$ cat src/rtl/regfile_write_arbiter.sv
// Two-requester write arbiter for a register bank: one grant per cycle, alternating priority.
// One-cycle latency from request to registered grant/enable/data; stall holds off new grants.
module regfile_write_arbiter #(
  parameter int DW = 32,
  parameter int AW = 3
) (
  input  logic                 clk,
  input  logic                 reset,
  input  logic                 stall,
  input  logic                 req_a,
  input  logic [AW-1:0]        addr_a,
  input  logic [DW-1:0]        data_a,
  input  logic                 req_b,
  input  logic [AW-1:0]        addr_b,
  input  logic [DW-1:0]        data_b,
  output logic                 gnt_a,
  output logic                 gnt_b,
  output logic [(2**AW)-1:0]   reg_en,
  output logic [DW-1:0]        reg_d
);

  localparam int NREG = 2**AW;

  logic            prio;
  logic            elig_a;
  logic            elig_b;
  logic            win_a;
  logic            win_b;
  logic [AW-1:0]   win_addr;
  logic [DW-1:0]   win_data;
  logic [NREG-1:0] win_en;

  // A requester still showing its grant is ineligible, so a held req is never granted twice.
  always_comb begin
    elig_a   = req_a & ~gnt_a & ~stall;
    elig_b   = req_b & ~gnt_b & ~stall;
    win_a    = elig_a & (~elig_b | ~prio);
    win_b    = elig_b & (~elig_a | prio);
    win_addr = win_b ? addr_b : addr_a;
    win_data = win_b ? data_b : data_a;
    win_en   = '0;
    if ((win_a | win_b) && (win_addr != '0)) begin
      win_en[win_addr] = 1'b1;
    end
  end

  // Register 0 is hardwired zero: its enable is never raised, but reg_d still loads.
  always_ff @(posedge clk) begin
    if (reset) begin
      gnt_a  <= 1'b0;
      gnt_b  <= 1'b0;
      reg_en <= '0;
      reg_d  <= '0;
      prio   <= 1'b0;
    end else begin
      gnt_a  <= win_a;
      gnt_b  <= win_b;
      reg_en <= win_en;
      if (win_a | win_b) begin
        reg_d <= win_data;
      end
      if (win_a) begin
        prio <= 1'b1;
      end else if (win_b) begin
        prio <= 1'b0;
      end
    end
  end

endmodule
$ cat config.mk
export PLATFORM = sky130hd
export DESIGN_NAME = regfile_write_arbiter
export DESIGN_NICKNAME = d
export VERILOG_FILES = /design/src/rtl/regfile_write_arbiter.sv
export SDC_FILE = /design/constraint.sdc
export NUM_CORES = 1
export LEC_CHECK = 0
export CAP_MARGIN = 15
export CORE_ASPECT_RATIO = 0.8
export CORE_MARGIN = 2
export CORE_UTILIZATION = 36
export CTS_CLUSTER_SIZE = 10
export DETAILED_ROUTE_END_ITERATION = 8
export PLACE_DENSITY = 0.81
export SETUP_SLACK_MARGIN = 0.3
export SLEW_MARGIN = 0
export SYNTH_ARGS = -nofsm -noshare
export SYNTH_HDL_FRONTEND = slang
export SYNTH_SLANG_ARGS = --single-unit
export TNS_END_PERCENT = 5
$ cat constraint.sdc
create_clock -name clk -period 1.5 [get_ports clk]
set_input_delay 0.15 -clock clk [delete_from_list [all_inputs] [get_ports clk]]
set_output_delay 0.15 -clock clk [all_outputs]
set_load 0.005 [all_outputs]
After elaboration in Yosys (flattened, before gate mapping)
Cells that the tools add are included.
W data, S select, Z words.
Word-level totals
  output and inout bits: 42
  RAM bits: 0
  ROM bits: 0
  bits in latches: 0
  input bits: 75
  register bits after elaboration: 43
  memories kept: 0
  word-level logic and storage cells: 34
Operators by class
  div/mod/pow operators: 0
  equality and inequality tests: 0
  bitwise logic cells: 16
  magnitude comparators: 2
  $add $sub $neg: 0
  shifts and indexed selects: 0
  muxes and demuxes: 6
  reduce and logical (&&, ||, !) cells: 5
  $mul: 0
Operators by type and width (count)
  $mux W32: 1
  $not A1 Y1: 7
  $and A1 B1 Y1: 6
  $lt A3 B4 Y1 const B: 1
  $demux W1 S3: 1
  $ge A3 B1 Y1 const B: 1
  $mux W1: 3
  $mux W3: 1
  $or A1 B1 Y1: 3
  $reduce_bool A3 Y1: 1
  $logic_and A1 B1 Y1: 2
  $reduce_bool A2 Y1: 1
  $reduce_or A2 Y1: 1

Logic depth before layout (Yosys ltp)
Gate-level depths: netlist of run 1.
  word-level depth: 11
  depth in mapped cells: 6
  gate-level depth less buffers: 4

Worst setup path before layout of run 1
No wires, ideal clock.
  path type: reg2reg
  start point: register gnt_a
  end point: register reg_en[2]
  arrival: 1.279 ns
  period minus slack after synthesis: 1.346 ns
  stages on the path, launching flop included: 5
  setup slack: 0.154 ns
  buffers on the path: 0
  cells stage by stage: dfxtp_1 > nand2b_4 > o21a_2 > or4b_4 > a21oi_2
On the way
  cells in the longest elaborated chain, start to end: 11
  elaborated cells on any way between the ends: 18
  classes of those cells: order compare: 2; mux: 3; bitwise: 9; reduce/logical: 4
Ends and longest elaborated chain
  start: declaration: RTL line 16  | output logic gnt_a,
  start signal: assignment: RTL line 56  | gnt_a <= win_a;
  $not A1 Y1 *: RTL line 35  | elig_a = req_a & ~gnt_a & ~stall;
  $and A1 B1 Y1 * (2 in a row): RTL line 35
  $not A1 Y1: RTL line 38  | win_b = elig_b & (~elig_a | prio);
  $or A1 B1 Y1: RTL line 38
  $and A1 B1 Y1: RTL line 38
  $mux W3: RTL line 39  | win_addr = win_b ? addr_b : addr_a;
  $lt A3 B4 Y1 (implied by the code), or another cell as far along: RTL line 43  | win_en[win_addr] = 1'b1;
  $logic_and A1 B1 Y1 (on tied branches): RTL line 43, 42
  $mux W1 (implied by the code) / $not A1 Y1 (equally long branches)
  $demux W1 S3 / $reduce_or A2 Y1 (equally long branches)
  end signal: assignment: RTL line 58  | reg_en <= win_en;
  end: declaration: RTL line 18  | output logic [(2**AW)-1:0] reg_en,
Every way passes the cells marked *; elsewhere a longest branch is shown, timed or not.
A chain may end at the register's enable or synchronous reset.

Worst setup path in the final report of run 1
  start point: register gnt_b
  end point: register reg_en[2]
On the way
  cells in the longest elaborated chain, start to end: 10
  elaborated cells on any way between the ends: 18
  classes of those cells: order compare: 2; mux: 3; bitwise: 9; reduce/logical: 4
Ends and longest elaborated chain
  start: declaration: RTL line 17  | output logic gnt_b,
  start signal: assignment: RTL line 57  | gnt_b <= win_b;
  $not A1 Y1 *: RTL line 36  | elig_b = req_b & ~gnt_b & ~stall;
  $and A1 B1 Y1 * (2 in a row): RTL line 36
  branches (longest 7 deep; another with $lt A3 B4 Y1)
Mark *: on every way between the ends.

==> run summary, run 1 <==
The run finished with clean final reports. The boundary pin count is ~120. Data on the critical path is required at its endpoint by between 1.5 and 2 ns. Port buffering added 116 buffers. The wire-length estimate of the detail-placed layout is 3620 um. The utilization of the core after routing is 66.0%. The share of power burned in combinational logic came out at roughly a quarter. Averaged over all synthesized cells, the footprint is about 11 um^2. The flip-flop and latch count after synthesis came out at 43. The total number of H-tree levels came out at 2. Counting every instance in the synthesized netlist gives between 150 and 200. The internal portion of the total power is ~0.0019 W. The die area came out at between 0.005 and 0.006 mm^2. The number of pins with negative max-slew slack in the final report is 0. The number of buffers between clock root and the deepest sink came out at 2. The total power density per cell area is about 800 mW/mm^2.

The switching power total is ~0.0006 W. The hold buffer count at cts came out at 0. The fraction of met1 tracks used by global routing is between 20 and 25%. The clock insertion delay at the later pin of the skew report is approximately 0.29 ns.

In this run, the number of DRC markers left after iteration 0 of detailed routing was 25. The buffer type at the clock tree root is sky130_fd_sc_hd__clkbuf_8. Global routing consumed, over all layers together, about 18% of the routing resources.

The length in cells of the worst reg-to-reg path is 4. The final-report hold violation count was 0. The core region area came out at 0.00492 mm^2. The critical path arrival came out at roughly 1.6 ns. The count of unique library cells instantiated by Yosys is 26. The worst clock skew is between 0.007 and 0.008 ns. After detailed routing, the number of vias per cell comes to 5.00. The clock tree from TritonCTS is built. The post-synth net total came out at 234. The worst setup path is captured at a flop. Of the cells placed in the final design, the portion with a size suffix greater than 1 is 10.9%.

Of the available clock period, the critical path in the final layout requires 92.7%. Clock-pin slew was measured on the worst setup and hold paths at 0.08 ns. The residual overflow from global routing came out at 0. The reg-to-reg critical path startpoint is gnt_b$_SDFF_PP0_.

The clock drives 43 sinks. The number of nets still failing antenna checks after routing came out at 0. The combinational family with the most area after synthesis is compound AO/OA/AOI/OAI gates.

The layer with the highest usage after global routing is met2. The analysis attributes to cell leakage a power of roughly 1.3 nW. The clock network is responsible for 26.5% of the overall power. The number of enable flip-flop cells after synthesis is 0. The type of the setup path with the least slack is flop to flop.

In this run, flip-flops and latches consume 49.4% of the power. The number of cells on the worst hold path came out at 4. Row generation in the floorplan step produced 23 rows. The post-detailed-routing wire length is around 5000 um. The routability-driven placement congestion ratio came out at roughly 0.85.

The routed length per placed instance came out at ~15 um. Setup violations remaining at the end of the flow were counted as 0. The most instantiated flip-flop cell in the synthesis netlist is sky130_fd_sc_hd__dfxtp_1. The worst setup path is launched from a flop. The met3 layer usage reported by global route came out at under 10%. The time the worst path needs with I/O delays and setup came out at 1.39 ns. Global routing consumed, on the met2 layer, 31.4% of the routing resources. The routed layout has 1,736 vias. After detailed routing, the number of remaining DRC violations is 0.

The simple-gate area share of the yosys netlist came out at 10.5%. The share of Yosys cell area claimed by the top area cell type came out at between 40% and 50%. The CTS buffer count is 5. The first-pass GRT wire length came out at 7950 um. Sorting the synthesized cells by area gives the leading types as sky130_fd_sc_hd__dfxtp_1 48%, sky130_fd_sc_hd__mux2i_1 18%, sky130_fd_sc_hd__o2bb2ai_1 16%. The start point of the worst hold path is req_b. The mapped cell area came out at approximately 0.0018 mm^2. In this run the vertical extent of the chip is 67.3 um. VDD sags by at most 0.469 mV. The number of max-cap violations came out at 0.

The chip width came out at just over 80 um. In this run the critical register-to-register path is captured at reg_en[2]$_SDFF_PP0_. The antenna cell count is 0. The sequential element share of the synthesized area came out at a little under half. The pre-CTS setup slack came out at -0.222 ns. The synthesized netlist devotes 19.7% of its cell area to compound gates.

The number of antenna violations at the first check in global routing came out at 0. The number of detailed-routing iterations run before antenna repair is 4. The top fanout value on the critical path is 5.

The post-synthesis cell type with the largest combined area is sky130_fd_sc_hd__dfxtp_1. The post-synthesis xor/xnor area fraction is 0%. The growth of design area from synthesis to finish is 80.0%. The warning count from the yosys run came out at 0.

The number of global-route vias before repair came out at between 1,500 and 2,000. Counting flops with an async set or reset pin after synthesis yields a share of 0%. The net switching share of the total power came out at 23.7%.

The tightest min-delay check is of the input pin to flop type. For flop-to-flop paths, the worst setup slack is around 0.11 ns. sky130_fd_sc_hd__dfxtp_1 is the most common cell in the netlist.

In the final design database the tool counted 361 nets. For hold timing, the worst endpoint is gnt_a$_SDFF_PP0_. The commonest cells after synthesis are 43 x sky130_fd_sc_hd__dfxtp_1, 32 x sky130_fd_sc_hd__mux2i_1, 32 x sky130_fd_sc_hd__o2bb2ai_1. The timing-limited maximum frequency came out at 0.719 GHz. The smallest setup slack after layout is around 0.11 ns. Entering global routing, the biggest net connects 21 pins. The proportion of synthesized area in mux cells is around 18%. Setup repair after global routing could not meet its margin everywhere. The initial standard-cell utilization of the core came out at 36.7%. The post-synthesis adder-cell area fraction came out at 0%.
layout make-up:
type / count / area, um^2
well taps: 62 / 77.6
repair buffers: 131 / 1320
clock buffers: 6 / 72.6
inverters: 2 / 7.51
multi-input cells: 103 / 912
flip-flops and latches: 43 / 862
fillers: 408 / 1670
power by group through the flow:
| stage | combinational [W] | sequential (W) | clock, W |
|---|---|---|---|
| after floorplan | 0.000188 | 0.00127 | 0 |
| after global placement | 0.000572 | 0.00127 | 0 |
| after detailed placement | 0.000581 | 0.00127 | 0 |
| after CTS | 0.000607 | 0.00125 | 0.000689 |
| after global routing | 0.000655 | 0.00126 | 0.000737 |
| final | 0.000609 | 0.00125 | 0.000669 |
repair_timing:
action | CTS | global route
hold endpoints to repair | 0 | 0
gates cloned | 1 | 0
resized for setup | 7 | 5
setup buffers | 2 | 0
pin swaps | 1 | 0
endpoints found under the setup margin | 81 | 81
flip-flops by register name, indices dropped and copies added, names as in the netlist:
register,count
gnt_a,1
gnt_b,1
reg_d,32
reg_en,8
prio,1
worst max-delay path by stage:
stage                                   to  slack [ns]             start  depth (start not counted)
global route        reg_d[19]$_SDFFE_PP0P_        0.04  gnt_b$_SDFF_PP0_                          6
CTS                 reg_d[15]$_SDFFE_PP0P_        0.14  gnt_a$_SDFF_PP0_                          5
finish                reg_en[2]$_SDFF_PP0_        0.11  gnt_b$_SDFF_PP0_                          4
floorplan             reg_en[2]$_SDFF_PP0_        0.17  gnt_a$_SDFF_PP0_                          4
detailed placement    reg_en[2]$_SDFF_PP0_       -0.22             req_b                          5
global placement    reg_d[27]$_SDFFE_PP0P_       -0.19             req_a                          6
worst max-delay path, stage by stage (launching register included):
cell and delay [ns]:
sky130_fd_sc_hd__dfxtp_2 0.35, sky130_fd_sc_hd__nor3b_4 0.25, sky130_fd_sc_hd__o21ai_4 0.12, sky130_fd_sc_hd__or4b_4 0.50, sky130_fd_sc_hd__a21oi_2 0.12
per-layer routing:
metal  vias to the layer above  share of wire [%]
met5                         -                  0
met4                         0                1.2
met3                         8                7.8
met2                        68                 47
met1                       802                 44
li1                        858                  -
placed cells by master, fill, tap and decap left out, types with 2 or more instances in the layout:
master                            Yosys  routed
sky130_fd_sc_hd__nand4_1              2       2
sky130_fd_sc_hd__buf_4                1      12
sky130_fd_sc_hd__clkbuf_8             0       5
sky130_fd_sc_hd__dfxtp_1             43      42
sky130_fd_sc_hd__o2bb2ai_1           32      31
sky130_fd_sc_hd__nand2_1              2       2
sky130_fd_sc_hd__nand3_1              2       2
sky130_fd_sc_hd__nand4b_1             6       6
sky130_fd_sc_hd__or4b_4               1       2
sky130_fd_sc_hd__a21oi_2              2       2
sky130_fd_sc_hd__a21oi_1              7       7
sky130_fd_sc_hd__nor2_1               5       5
sky130_fd_sc_hd__or4b_1               3       2
sky130_fd_sc_hd__inv_1                2       2
sky130_fd_sc_hd__clkdlybuf4s50_1      0     114
sky130_fd_sc_hd__mux2i_1             32      31
logic make-up (layout without fill, tap and decap cells):
kind of cell,after synthesis,in the layout
buffers and inverters,13,139
other,1,1
muxes,32,32
and+or+nand+nor,26,26
DFF,43,43
AOI/OAI and AO/OA,44,44
per-stage QoR:
step                cell area (um^2)  cells  setup TNS [ns]  power [W]  hold slack, ns
detailed placement              3080    338           -6.91    0.00185           0.447
floorplan                       1810    159               0    0.00146           0.219
global route                    3250    347               0    0.00265           0.311
CTS                             3220    347               0    0.00254           0.356
finish                          3250    347               0    0.00253           0.272
global placement                3080    338           -5.75    0.00184           0.442
Note: power is estimated with default switching activity, not from simulation.
==> run 2: changes to the inputs <==
==> constraint.sdc (replaced) <==
create_clock -name clk -period 1.37 [get_ports clk]
set_input_delay 0.137 -clock clk [delete_from_list [all_inputs] [get_ports clk]]
set_output_delay 0.137 -clock clk [all_outputs]
set_load 0.005 [all_outputs]
==> run 2 against run 1 <==
Compared with the run above:
- the flow now finishes with violations (negative setup slack)
- critical endpoint is now reg_en[1]$_SDFF_PP0_
- total power increased by 7.4%
- first-iteration DRC count up 80%
- final area grew 2.1%
- sequential cell count is the same
- clock-buffer cell count did not move
- sequential power rose by 9%
- highest routed layer unchanged
- critical path depth unchanged
- combinational power rose by 5.4%
- routed wire length decreased by 0.73%
==> run summary, run 2 (synthesis gave the netlist of run 1 again) <==
Biggest registers after layout: reg_d: 32 flops, reg_en: 8 flops (unchanged). The antenna cell count was 0 (unchanged). Worst-path cell chain: nor3b_4 > o21ai_4 > or4b_4 > a21oi_2 (unchanged). The growth of design area from synthesis to finish was 83.8% (was 80.0%). The total power density per cell area is 818 mW/mm^2 (was 778 mW/mm^2). The peak supply drop came out at 0.641 mV (was 0.469 mV).

The count of vias placed by the detailed router came out at 1,730 (was 1,736). The time the worst path needs with I/O delays and setup came out at 1.40 ns (was 1.39 ns). The startpoint of the worst setup timing path is gnt_b$_SDFF_PP0_ (unchanged).

The top fanout value on the critical path is 4 (was 5). The count of routing violations after the opening detailed-route iteration is 45 (was 25). The number of buffers between clock root and the deepest sink was 2 (unchanged). The register name with the most flops is reg_d (unchanged). The clock tree from TritonCTS was built (unchanged). The number of pins with negative max-slew slack in the final report is 0 (unchanged). The chip width came out at 83.2 um (unchanged). The count of input and output buffers is 116 (unchanged).

The die area is 0.00560 mm^2 (unchanged). The sequential fraction of design power was 50.3% (was 49.4%). The flip-flop count of the largest register, all copies and words added came to 32 (unchanged). The switching power total came out at 0.000626 W (was 0.000599 W). The overall die height is 67.3 um (unchanged). The clock net sink count was 43 (unchanged). The core region area is 0.00492 mm^2 (unchanged). The clock insertion delay at the later pin of the skew report is 0.28 ns (was 0.29 ns). The routed via count divided by cell count came out at 4.96 (was 5.00).

The critical path arrival is 1.62 ns (was 1.63 ns). Setup repair after global routing missed its margin: true (unchanged). The smallest setup slack after layout is -0.0258 ns (was 0.109 ns).

Most frequent cells in the layout: 80 x sky130_fd_sc_hd__clkdlybuf4s50_1, 40 x sky130_fd_sc_hd__dfxtp_1, 33 x sky130_fd_sc_hd__dlymetal6s2s_1 (was 114 x sky130_fd_sc_hd__clkdlybuf4s50_1, 42 x sky130_fd_sc_hd__dfxtp_1, 31 x sky130_fd_sc_hd__mux2i_1, 31 x sky130_fd_sc_hd__o2bb2ai_1, 12 x sky130_fd_sc_hd__buf_4). The slowest cell on the critical path was sky130_fd_sc_hd__or4b_4 (unchanged). The worst hold-check slack is 0.381 ns (was 0.272 ns). The routability-driven placement congestion ratio came out at 0.843 (was 0.847). Run status: finished, violations left (was complete, no violations). The final reports fail on negative setup slack. The number of nets still failing antenna checks after routing is 0 (unchanged).

The post-detailed-routing wire length came to 5000 um (was 5040 um). The worst path required time was 1.59 ns (was 1.74 ns). The hold buffer count at cts came to 0 (unchanged). The timing-limited maximum frequency is 0.716 GHz (was 0.719 GHz). The worst hold path class is input pin to flop (unchanged). The utilization of the core after routing came out at 67.4% (was 66.0%). The buffer type at the clock tree root is sky130_fd_sc_hd__clkbuf_8 (unchanged). The worst path buffer plus inverter count is 0 (unchanged). The kind of end point of the critical path is a flop (unchanged). The residual overflow from global routing came out at 0 (unchanged). The total power draw is 0.00271 W (was 0.00253 W). The share of power burned in combinational logic came out at 23.7% (was 24.1%).

The cell internal power dissipation came out at 0.00209 W (was 0.00193 W). The reg-to-reg critical path startpoint is gnt_b$_SDFF_PP0_ (unchanged). The share of the clock period used by the worst path after layout is 102% (was 92.7%). The portion of total power attributed to the clock network came out at 26.1% (was 26.5%).

The start point of the worst hold path is stall (was req_b). The overall global routing resource usage came out at 17.6% (was 18.0%). The row count is 23 (unchanged). The placed wire-length estimate after detailed placement was 3730 um (was 3620 um). The worst clock skew is 0.00444 ns (was 0.00757 ns). The DRC violation count after routing was 0 (unchanged). The pre-CTS setup slack came out at -0.344 ns (was -0.222 ns). The number of antenna violations at the first check in global routing came out at 0 (unchanged). The leakage power total came out at 1.89 nW (was 1.34 nW). The setup-violating endpoint count in the final report is 2 (was 0). The number of detailed-routing iterations run before antenna repair came out at 4 (unchanged). The pin count of the biggest net entering global routing came out at 23 (was 21). The number of max-cap violations came out at 0 (unchanged). The clock-pin slew of the registers on the worst-case setup and hold paths is 0.07 ns (was 0.08 ns).

The CTS buffer count came to 5 (unchanged). The leading cell type in the layout, fill and taps excluded is sky130_fd_sc_hd__clkdlybuf4s50_1 (unchanged). The number of global-route vias before repair came out at 1,736 (was 1,718).

The aggregate negative setup slack is -0.0447 ns (was 0 ns). The final layout net count came out at 363 (was 361). The total number of H-tree levels is 2 (unchanged).

The initial standard-cell utilization of the core came out at 36.7% (unchanged). The element type at the critical path start is a flop (unchanged). The routed length per placed instance is 14.3 um (was 14.5 um). The type of the setup path with the least slack is flop to flop (unchanged). The cell family with the largest share of critical-path delay is simple AND/OR/NAND/NOR gates (unchanged). The final-report hold violation count came to 0 (unchanged). The first-pass GRT wire length was 7870 um (was 7950 um). The share of final-layout standard cells stronger than drive strength 1 came out at 12.5% (was 10.9%). The net switching share of the total power came out at 23.1% (was 23.7%). The maximum single-stage delay on the critical path came out at 0.50 ns (about the same). The boundary pin count was 117 (unchanged).
==> run 2: worst paths after layout <==
path | slack [ns] | end | cells past startpoint
worst max register to register | -0.03 | reg_en[1]$_SDFF_PP0_ | 4
worst min register to register | 0.45 | reg_d[12]$_SDFFE_PP0P_ | 1
worst min-delay path | 0.38 | gnt_a$_SDFF_PP0_ | 3
worst max-delay path | -0.03 | reg_en[1]$_SDFF_PP0_ | 4
==> run 2: final cells by class <==
cell class	count	area, um^2
Fill cell	401	1610
Timing Repair Buffer	133	1390
Tap cell	62	77.6
Sequential cell	43	865
Inverter	2	7.51
Multi-Input combinational cell	103	901
Clock buffer	6	72.6
==> run 2: timing repair <==
item / in CTS / in global routing
pin swaps: 2 / 7
gates resized for setup: 7 / 46
setup buffers: 1 / 0
setup endpoints to repair: 82 / 84
==> run 2: stage by stage <==
| stage | instance area [um^2] | cells |
|---|---|---|
| 3_3_place_gp | 3110 | 342 |
| 6_report | 3320 | 349 |
| 3_5_place_dp | 3110 | 342 |
| 2_1_floorplan | 1810 | 159 |
| 4_1_cts | 3200 | 349 |
| 5_1_grt | 3320 | 349 |
==> run 2: routing by layer <==
layer | wire length, um | vias up | track usage [%]
met5 | 0 | - | 0
met3 | 386 | 4 | 7.21
met2 | 2490 | 61 | 30.8
met4 | 23 | 0 | 5.12
met1 | 2100 | 806 | 20.2
li1 | - | 859 | -
==> run 2: worst min-delay path: stages <==
cell and delay (ns):
sky130_fd_sc_hd__dlygate4sd2_1 0.27, sky130_fd_sc_hd__buf_4 0.16, sky130_fd_sc_hd__nor4_1 0.05
==> run 2: power groups by stage <==
stage                     logic (W)  registers [W]  clock network (W)
after floorplan            0.000206        0.00140                  0
after global placement     0.000634        0.00139                  0
after detailed placement   0.000645        0.00139                  0
after CTS                  0.000652        0.00136           0.000740
after global routing       0.000694        0.00137           0.000789
final                      0.000642        0.00136           0.000708
==> run 3: changes to the inputs <==
--- a/config.mk
+++ b/config.mk
@@ -6,12 +6,14 @@
 export NUM_CORES = 1
 export LEC_CHECK = 0
 export CAP_MARGIN = 15
+export CELL_PAD_IN_SITES_DETAIL_PLACEMENT = 0
+export CELL_PAD_IN_SITES_GLOBAL_PLACEMENT = 1
 export CORE_ASPECT_RATIO = 0.8
 export CORE_MARGIN = 2
-export CORE_UTILIZATION = 36
+export CORE_UTILIZATION = 26
 export CTS_CLUSTER_SIZE = 10
 export DETAILED_ROUTE_END_ITERATION = 8
-export PLACE_DENSITY = 0.81
+export PLACE_DENSITY = 0.85
 export SETUP_SLACK_MARGIN = 0.3
 export SLEW_MARGIN = 0
 export SYNTH_ARGS = -nofsm -noshare
==> run 3 against run 2 <==
Compared with the run above:
- the run still ends with negative setup slack left
- clock-buffer cell count rose by 2
- fmax is 1.5% higher
- combinational power is 2% higher
- critical path depth is the same
- register-to-register slack improved by 0.02 ns
- sequential power about the same
- non-clock buffer count up 2
- total power is 6.6% higher
- global-route usage down 4.2 points
- final cell count rose by 8.3%
- first-iteration DRC count decreased by 53%
- via count grew 0.23%
- critical endpoint is now reg_en[4]$_SDFF_PP0_
- largest cell class unchanged
==> run summary, run 3 (synthesis gave the netlist of run 1 again) <==
Run status: finished, violations left (unchanged). Violations in the final reports: negative setup slack (unchanged). The count of input and output buffers came out at 116 (unchanged).

The count of vias placed by the detailed router came out at 1,734 (was 1,730). The number of filler instances in the final layout was 594 (was 401). The post-layout instance count excluding filler cells came to 378 (was 349). The flop-to-flop setup slack is -0.005 ns (was -0.03 ns).

The initial standard-cell utilization of the core is 26.6% (was 36.7%). The worst hold path class is input pin to flop (unchanged). The total number of H-tree levels came out at 2 (unchanged).

The die area is 0.00763 mm^2 (was 0.00560 mm^2). The number of max-cap violations came out at 0 (unchanged). The clock net sink count is 43 (unchanged). The boundary pin count is 117 (unchanged). Worst-path cell chain: nand2b_4 > o21a_4 > or4b_1 > a21oi_2 (was nor3b_4 > o21ai_4 > or4b_4 > a21oi_2). The count of routing violations after the opening detailed-route iteration was 21 (was 45). The row count was 27 (was 23). The DRC violation count after routing came out at 0 (unchanged). The growth of design area from synthesis to finish is 89.9% (was 83.8%). The clock-pin slew of the registers on the worst-case setup and hold paths came out at 0.08 ns (was 0.07 ns).

The slowest cell on the critical path is sky130_fd_sc_hd__or4b_1 (was sky130_fd_sc_hd__or4b_4). The routability-driven placement congestion ratio was 0.758 (was 0.843). The routed length per placed instance was 13.7 um (was 14.3 um). The share of final-layout standard cells stronger than drive strength 1 came out at 16.8% (was 12.5%). Biggest registers after layout: reg_d: 32 flops, reg_en: 8 flops (unchanged). The multi-input combinational cell area came out at 927 um^2 (was 901 um^2). The number of nets still failing antenna checks after routing came to 0 (unchanged). The buffer type at the clock tree root is sky130_fd_sc_hd__clkbuf_8 (unchanged).

The type of the setup path with the least slack is flop to flop (unchanged). The worst path required time is 1.59 ns (about the same). The chip width is 97.1 um (was 83.2 um).

The kind of end point of the critical path is a flop (unchanged). The portion of total power attributed to the clock network came out at 30.1% (was 26.1%). The placed wire-length estimate after detailed placement is 3830 um (was 3730 um). The post-detailed-routing wire length came to 5190 um (was 5000 um). The clock tree from TritonCTS is built (unchanged). The smallest setup slack after layout came out at -0.00458 ns (was -0.0258 ns). The cell internal power dissipation is 0.00222 W (was 0.00209 W). The net switching share of the total power is 23.3% (was 23.1%).

The core region area came out at 0.00679 mm^2 (was 0.00492 mm^2). The final-report hold violation count was 0 (unchanged). The overall global routing resource usage is 13.4% (was 17.6%). The flip-flop count of the largest register, all copies and words added came out at 32 (unchanged). The pre-CTS setup slack is -0.332 ns (was -0.344 ns). The pin count of the biggest net entering global routing is 24 (was 23). The number of pins with negative max-slew slack in the final report is 0 (unchanged). The element type at the critical path start was a flop (unchanged).

The share of power burned in combinational logic came to 22.7% (was 23.7%). The clock insertion delay at the later pin of the skew report is 0.29 ns (was 0.28 ns). The overall die height is 78.5 um (was 67.3 um). The setup-violating endpoint count in the final report came out at 1 (was 2). The leading cell type in the layout, fill and taps excluded was sky130_fd_sc_hd__clkdlybuf4s50_1 (unchanged). The maximum single-stage delay on the critical path is 0.49 ns (was 0.50 ns). Setup repair after global routing missed its margin: true (unchanged). The timing-limited maximum frequency came out at 0.727 GHz (was 0.716 GHz). Most frequent cells in the layout: 80 x sky130_fd_sc_hd__clkdlybuf4s50_1, 34 x sky130_fd_sc_hd__dfxtp_1, 33 x sky130_fd_sc_hd__dlymetal6s2s_1 (was 80 x sky130_fd_sc_hd__clkdlybuf4s50_1, 40 x sky130_fd_sc_hd__dfxtp_1, 33 x sky130_fd_sc_hd__dlymetal6s2s_1). The switching power total came to 0.000675 W (was 0.000626 W). The register name with the most flops is reg_d (unchanged). The antenna cell count came to 0 (unchanged). The routed via count divided by cell count came to 4.59 (was 4.96). The total power density per cell area came out at 844 mW/mm^2 (was 818 mW/mm^2). The final layout net count was 365 (was 363). The leakage power total is 1.91 nW (was 1.89 nW). The share of the clock period used by the worst path after layout is 100% (was 102%). The number of global-route vias before repair came out at 1,738 (was 1,736). The worst clock skew came out at 0.00410 ns (was 0.00444 ns). The residual overflow from global routing is 0 (unchanged). The time the worst path needs with I/O delays and setup came out at 1.37 ns (was 1.40 ns). The number of detailed-routing iterations run before antenna repair is 4 (unchanged). The peak supply drop is 0.416 mV (was 0.641 mV). The number of buffers between clock root and the deepest sink came out at 2 (unchanged).

The number of antenna violations at the first check in global routing is 0 (unchanged). The critical path arrival is 1.60 ns (was 1.62 ns). The sequential fraction of design power is 47.2% (was 50.3%). The CTS buffer count came out at 5 (unchanged). The first-pass GRT wire length is 8310 um (was 7870 um). The top fanout value on the critical path came out at 3 (was 4). The storage element area is 872 um^2 (was 865 um^2). The cell count after placement came to 370 (was 342).
-- run 3: changes by cell type in the layout (fill, tap and decap cells not counted), sizes merged --
cell         change
buf              +2
clkbuf           +1
dlygate4sd2      +1
-- run 3: repair_timing --
| action | in CTS | in global routing |
|---|---|---|
| hold buffers | 0 | 0 |
| buffers inserted | 0 | 0 |
| pin swaps | 1 | 4 |
| endpoints found under the setup margin | 83 | 84 |
| resized for setup | 8 | 49 |
-- run 3: routing by layer --
metal  part of all wire (%)  vias up  GRT usage (%)
met5                      0        -              0
met4                    1.1        0           4.23
met3                    8.9        7           5.43
met2                     44       68           20.4
met1                     46      793           17.4
li1                       -      866              -
-- run 3: worst max-delay path, delay by kind of cell, from the launching register on --
| kind | cells | cell delay, ns |
|---|---|---|
| DFF | 1 | 0.31 |
| AOI/OAI and AO/OA | 2 | 0.35 |
| and+or+nand+nor | 2 | 0.65 |
-- run 3: power groups by stage --
stage	combinational (W)	clock [W]	sequential, W
after global routing	0.000708	0.000967	0.00138
after global placement	0.000657	0	0.00139
after detailed placement	0.000663	0	0.00139
after floorplan	0.000206	0	0.00140
final	0.000656	0.000871	0.00136
after CTS	0.000669	0.000920	0.00136
-- run 3: final timing paths --
| path | start | endpoint | depth (start not counted) |
|---|---|---|---|
| setup reg to reg | gnt_a$_SDFF_PP0_ | reg_en[4]$_SDFF_PP0_ | 4 |
| hold reg to reg | reg_d[18]$_SDFFE_PP0P_ | reg_d[18]$_SDFFE_PP0P_ | 1 |
| hold / removal | stall | gnt_a$_SDFF_PP0_ | 3 |
| setup / recovery | gnt_a$_SDFF_PP0_ | reg_en[4]$_SDFF_PP0_ | 4 |
-- run 3: area by class of cell --
type | instances | area share, %
Timing Repair Buffer | 135 | 41.2
Multi-Input combinational cell | 103 | 27.1
Inverter | 2 | 0.219
Tap cell | 87 | 3.18
Sequential cell | 43 | 25.5
Clock buffer | 8 | 2.92
-- run 3: stage by stage --
| stage | total power [W] | instance area, um^2 | util [%] | TNS [ns] | hold WS, ns |
|---|---|---|---|---|---|
| after floorplan | 0.00160 | 1810 | - | 0 | 0.206 |
| after global placement | 0.00205 | 3180 | 46.9 | -10.15 | 0.444 |
| after detailed placement | 0.00205 | 3180 | 46.9 | -10.82 | 0.446 |
| after CTS | 0.00295 | 3300 | 48.6 | 0 | 0.342 |
| after global routing | 0.00305 | 3430 | 50.5 | -0.560 | 0.371 |
| final | 0.00289 | 3430 | 50.5 | -0.00458 | 0.358 |
